<file path="config.mk">
export PLATFORM = sky130hd
export DESIGN_NAME = arch_map_retire
export DESIGN_NICKNAME = d
export VERILOG_FILES = /design/src/rtl/arch_map_retire_pkg.sv /design/src/rtl/arch_map_retire_told_chain.sv /design/src/rtl/arch_map_retire.sv
export SDC_FILE = /design/constraint.sdc
export NUM_CORES = 1
export LEC_CHECK = 0
export CAP_MARGIN = 30
export CORE_MARGIN = 8
export CORE_UTILIZATION = 60
export DETAILED_ROUTE_END_ITERATION = 12
export PLACE_DENSITY = 0.87
export SLEW_MARGIN = 30
export SYNTH_ARGS = -nofsm -noshare
export SYNTH_HDL_FRONTEND = slang
export SYNTH_SLANG_ARGS = --single-unit
</file>
<file path="constraint.sdc">
create_clock -name clock -period 4.07 [get_ports clock]
set_input_delay 0.814 -clock clock [delete_from_list [all_inputs] [get_ports clock]]
set_output_delay 0.814 -clock clock [all_outputs]
set_load 0.02 [all_outputs]
</file>
<file path="src/rtl/arch_map_retire_pkg.sv">
// Shared types and sizes for the retire-side architectural map table.
// The physical register index width comes from the PR macro (defaults to 6).
`ifndef PR
`define PR 6
`endif

package arch_map_retire_pkg;

  localparam int WAYS   = 3;
  localparam int AR_NUM = 32;
  localparam int AR_W   = 5;
  localparam int PR_W   = `PR;
  localparam int WAY_W  = $clog2(WAYS);

  typedef logic [PR_W-1:0] pr_t;
  typedef logic [AR_W-1:0] ar_t;

  typedef struct packed {
    logic valid;
    ar_t  ar;
    pr_t  pr;
  } retire_pkt_t;

endpackage

</file>
<file path="src/rtl/arch_map_retire_told_chain.sv">
// amt_told_chain: combinational Told resolution across the retire group.
// Arch 0 never counts as a write; younger same-arch ways forward the PR of
// the older way instead of the stale AMT value.
module amt_told_chain
  import arch_map_retire_pkg::*;
(
  input  retire_pkt_t [WAYS-1:0]              pkt,
  input  logic        [AR_NUM-1:0][PR_W-1:0]  amt,
  output logic        [WAYS-1:0][PR_W-1:0]    told,
  output logic        [WAYS-1:0]              eff,
  output logic        [AR_NUM-1:0]            wr_en,
  output logic        [AR_NUM-1:0][WAY_W-1:0] wr_sel
);

  // Per-way effective flag and previous committed PR (oldest way first).
  always_comb begin
    eff  = '0;
    told = '0;
    for (int k = 0; k < WAYS; k++) begin
      eff[k]  = pkt[k].valid && (pkt[k].ar != '0);
      told[k] = amt[pkt[k].ar];
      for (int j = 0; j < WAYS; j++) begin
        if (j < k && eff[j] && pkt[j].ar == pkt[k].ar)
          told[k] = pkt[j].pr;
      end
    end
  end

  // Per-arch write enable; the youngest effective writer wins.
  always_comb begin
    wr_en  = '0;
    wr_sel = '0;
    for (int a = 0; a < AR_NUM; a++) begin
      for (int k = 0; k < WAYS; k++) begin
        if (eff[k] && pkt[k].ar == AR_W'(a)) begin
          wr_en[a]  = 1'b1;
          wr_sel[a] = WAY_W'(k);
        end
      end
    end
  end

endmodule

</file>
<file path="src/rtl/arch_map_retire.sv">
// arch_map_retire: committed arch->PR map plus registered free requests
// back to the free list. Optional macro ARCH_MAP_CHECK_EN adds a sticky
// amt_error flag and an amt_display copy of the map.
module arch_map_retire
  import arch_map_retire_pkg::*;
(
  input  logic                           clock,
  input  logic                           reset,
  input  logic [WAYS-1:0]                RetireEN,
  input  logic [WAYS-1:0][AR_W-1:0]      RetireArch,
  input  logic [WAYS-1:0][PR_W-1:0]      RetirePR,
  input  logic                           BPRecoverEN,
  output logic [WAYS-1:0]                FreeEN,
  output logic [WAYS-1:0][PR_W-1:0]      FreeReg,
`ifdef ARCH_MAP_CHECK_EN
  output logic                           amt_error,
  output logic [AR_NUM-1:0][PR_W-1:0]    amt_display,
`endif
  output logic [AR_NUM-1:0][PR_W-1:0]    AMTSnapshot
);

  retire_pkt_t [WAYS-1:0]              pkt;
  logic        [AR_NUM-1:0][PR_W-1:0]  amt_q;
  logic        [WAYS-1:0][PR_W-1:0]    told;
  logic        [WAYS-1:0]              eff;
  logic        [AR_NUM-1:0]            wr_en;
  logic        [AR_NUM-1:0][WAY_W-1:0] wr_sel;

  // Recovery does not stall retire; the snapshot is simply the current map.
  logic unused_recover;
  assign unused_recover = BPRecoverEN;

  // Pack the ROB retire ports into per-way packets.
  always_comb begin
    for (int k = 0; k < WAYS; k++) begin
      pkt[k].valid = RetireEN[k];
      pkt[k].ar    = RetireArch[k];
      pkt[k].pr    = RetirePR[k];
    end
  end

  amt_told_chain u_told_chain (
    .pkt    (pkt),
    .amt    (amt_q),
    .told   (told),
    .eff    (eff),
    .wr_en  (wr_en),
    .wr_sel (wr_sel)
  );

  // AMT update: identity at reset, youngest effective writer per entry.
  always_ff @(posedge clock or negedge reset) begin
    if (!reset) begin
      for (int a = 0; a < AR_NUM; a++)
        amt_q[a] <= PR_W'(a);
    end else begin
      for (int a = 0; a < AR_NUM; a++)
        if (wr_en[a])
          amt_q[a] <= RetirePR[wr_sel[a]];
    end
  end

  // Registered free requests, one cycle after retire; idle ways carry zero.
  always_ff @(posedge clock or negedge reset) begin
    if (!reset) begin
      FreeEN  <= '0;
      FreeReg <= '0;
    end else begin
      FreeEN <= eff;
      for (int k = 0; k < WAYS; k++)
        FreeReg[k] <= eff[k] ? told[k] : '0;
    end
  end

  assign AMTSnapshot = amt_q;

`ifdef ARCH_MAP_CHECK_EN
  logic err_now;

  // Flag a retiring PR that equals its Told or is still mapped elsewhere.
  always_comb begin
    err_now = 1'b0;
    for (int k = 0; k < WAYS; k++) begin
      if (eff[k]) begin
        if (RetirePR[k] == told[k])
          err_now = 1'b1;
        for (int a = 0; a < AR_NUM; a++)
          if (amt_q[a] == RetirePR[k] && !wr_en[a])
            err_now = 1'b1;
      end
    end
  end

  // Sticky error, cleared only by reset.
  always_ff @(posedge clock or negedge reset) begin
    if (!reset)
      amt_error <= 1'b0;
    else if (err_now)
      amt_error <= 1'b1;
  end

  assign amt_display = amt_q;
`endif

endmodule
</file>
==> impl_metrics.tcl <==
set metrics [dict create \
    p_leak_nw 8.38 \
    ant_nets 0 \
    dieArea_mm2 0.0353 \
    power.density_mw_per_mm2 513 \
    num-fill-cells 2040 \
    synth_edf_count 0 \
    drc 0 \
    ys_top_cells_by_count "mux2i_1, mux2_2, nor2_1, dfrtp_1, mux4_2" \
    cts_sinks 213 \
    num_rows 63 \
    netlist-cell-type-count 67 \
    cp_max_fo 13 \
    worst_slew_pin_slew_ns 1.13 \
    syn_area_per_cell_um2 10.8 \
    synth-main-ff-cell "dfrtp_1" \
    hold_class "input pin to async pin" \
    grt_first_pass_wirelength_um 107000 \
    cp.required_ns 4.50 \
    final_cell_area_mm2 0.0212 \
    synth_top_area_cell "dfrtp_1" \
    via_per_inst 7.50 \
    finalSetupTns_ns 0 \
    globalplace.congestion 1.02 \
    ys_seq_area_frac 0.306 \
    ys_async_sr_fraction 1.00 \
    rsz0062_at_grt "false" \
    cp-end-kind "flop" \
    irDropWorstVdd_uv 361 \
    setup_viol 0 \
    yosys-top-cells-area "dfrtp_1, mux4_2, mux2i_1, dfstp_2, mux2_2" \
    cts_root_buffer "clkbuf_16" \
    die_h_um 188 \
    wire_per_inst_um 32.7 \
    fmax_mhz 317 \
    critPathLaunchType "input pin" \
    cts_buffers 25 \
    drt-initial-drc-count 3032 \
    final_max_slew_viol_count 0 \
    gr-usage-all-layers 0.398 \
    netlist.area_leader.share 0.188 \
    h-tree-depth 1 \
    coreArea_mm2 0.0294 \
    clock_skew_ns 0.0138 \
    cts_tree "done" \
    clk_pin_slew_worst_paths_ns 0.06 \
    area_delta_synth_final_pct 19.3 \
    drt-total-wl_um 72700 \
    final.setup.worst_slack_ns 0.919 \
    grt_max_degree 94 \
    period_share 0.774 \
    status "completed" \
    place_ws_ns 0.536 \
    slew_headroom 0.244 \
    die_x_um 188 \
    clock_latency_ns 0.54 \
    gr-total-overflow 0 \
    antenna_found_initial 0 \
    n_antenna_cell 0 \
    grt_pass1_vias 16500 \
    fin_crit_ns 3.15 \
    dpl-instance-area_mm2 0.0203 \
    synth_cells 1650 \
    io_pins 252 \
    firstDrtPassIters 6 \
    cts.hold.buffers_added 0 \
    final_nets 1853 \
    drive_above_1_share 0.308 \
    cts_max_path_buffers 3 \
    crit_type "input pin to flop" \
    portBuffers 250 \
    yosys_register_bits 213 \
    ys_warn_count 0 \
    synth_most_common_cell "mux2i_1" \
    cts_post_setup_buffers_inserted 0 \
    max_cap_viol_count 0 \
    netlist_area_mm2 0.0177 \
    start_util 0.604 \
    r2r_setup_slack_ns 1.70 \
    dp_hpwl_um 50400 \
    via_count 16700 \
    synth_nets 1689 \
    crit_arrival_ns 3.58 \
    cts_resized 0 \
    finalHoldViolations 0 \
]
==> metal layers <==
layer | GRT usage | part of all wire | vias up
li1 | - | - | 6541
met1 | 0.505 | 0.34 | 8013
met2 | 0.579 | 0.43 | 1727
met3 | 0.144 | 0.16 | 388
met4 | 0.230 | 0.066 | 0
met5 | 0 | 0 | -
==> worst max-delay path: stages <==
cell	delay, ns
clkdlybuf4s50_1	0.77
nor2b_1	0.80
nand2_1	0.52
mux2i_1	0.27
o21ai_0	0.11
mux2_2	0.28
==> stage by stage <==
| step | util | power, mW | hold WS [ns] | cells |
|---|---|---|---|---|
| floorplan | - | 6.02 | 0.518 | 1650 |
| global placement | 0.692 | 8.25 | 0.447 | 2177 |
| detailed placement | 0.692 | 8.37 | 0.454 | 2177 |
| CTS | 0.720 | 10.7 | 0.400 | 2222 |
| global route | 0.720 | 11.1 | 0.418 | 2222 |
| finish | 0.720 | 10.9 | 0.383 | 2222 |
==> logic make-up (layout without fill, tap and decap cells) <==
group	count (synthesis)	count (layout)	synth area share
mux	531	531	0.411
simple gates	374	374	0.108
compound gates	332	332	0.118
flops	213	213	0.306
buf+inv	185	367	0.0492
xor+xnor	15	15	0.00740
==> cell type report <==
cell class / count / area [um^2] / share of cell area
clock buffers: 38 / 734 / 0.0347
clock inverters: 7 / 85.1 / 0.00402
inverters: 3 / 11.3 / 0.000532
multi-input cells: 1252 / 11400 / 0.541
flip-flops and latches: 213 / 5430 / 0.257
well taps: 390 / 488 / 0.0231
repair buffers: 319 / 2970 / 0.140
==> path summary, 6_finish.rpt <==
| check | start | endpoint | depth (start not counted) |
|---|---|---|---|
| min reg2reg | AMTSnapshot[5] | AMTSnapshot[5] | 0 |
| max | RetireArch[7] | AMTSnapshot[144] | 6 |
| min | reset | AMTSnapshot[47] | 1 |
| max reg2reg | AMTSnapshot[186] | FreeReg[12] | 5 |
| min in group clock | AMTSnapshot[5] | AMTSnapshot[5] | 0 |
| max in group asynchronous | reset | AMTSnapshot[102] | 2 |
==> cells in the final DEF (no fill, tap or decap), types with 9 or more instances in the layout <==
master           count
clkdlybuf4s50_1    223
mux2i_1            215
mux2_2             172
nor2_1             150
dfrtp_1            133
mux4_2             128
nand2_1            120
o21ai_0            108
a21oi_1             97
dfstp_2             80
buf_4               69
o22ai_1             31
a211oi_1            25
clkbuf_16           25
buf_2               21
nor2b_1             16
a22o_1              13
a21o_1              12
nor2_4              12
nand2b_1            10
mux4_1              10
xor2_1               9
==> state kept, by name, indices dropped and copies added, names as in the netlist <==
name / cells
AMTSnapshot: 192
FreeEN: 3
FreeReg: 18
==> report_power, final <==
group	internal, mW	total (mW)	leakage, nW	switching [mW]
sequential	2.89	4.08	2.48	1.18
clock	1.36	2.31	0.407	0.948
combinational	2.34	4.47	5.50	2.13
total	6.59	10.9	8.38	4.26
(Power assumes the default switching activity.)
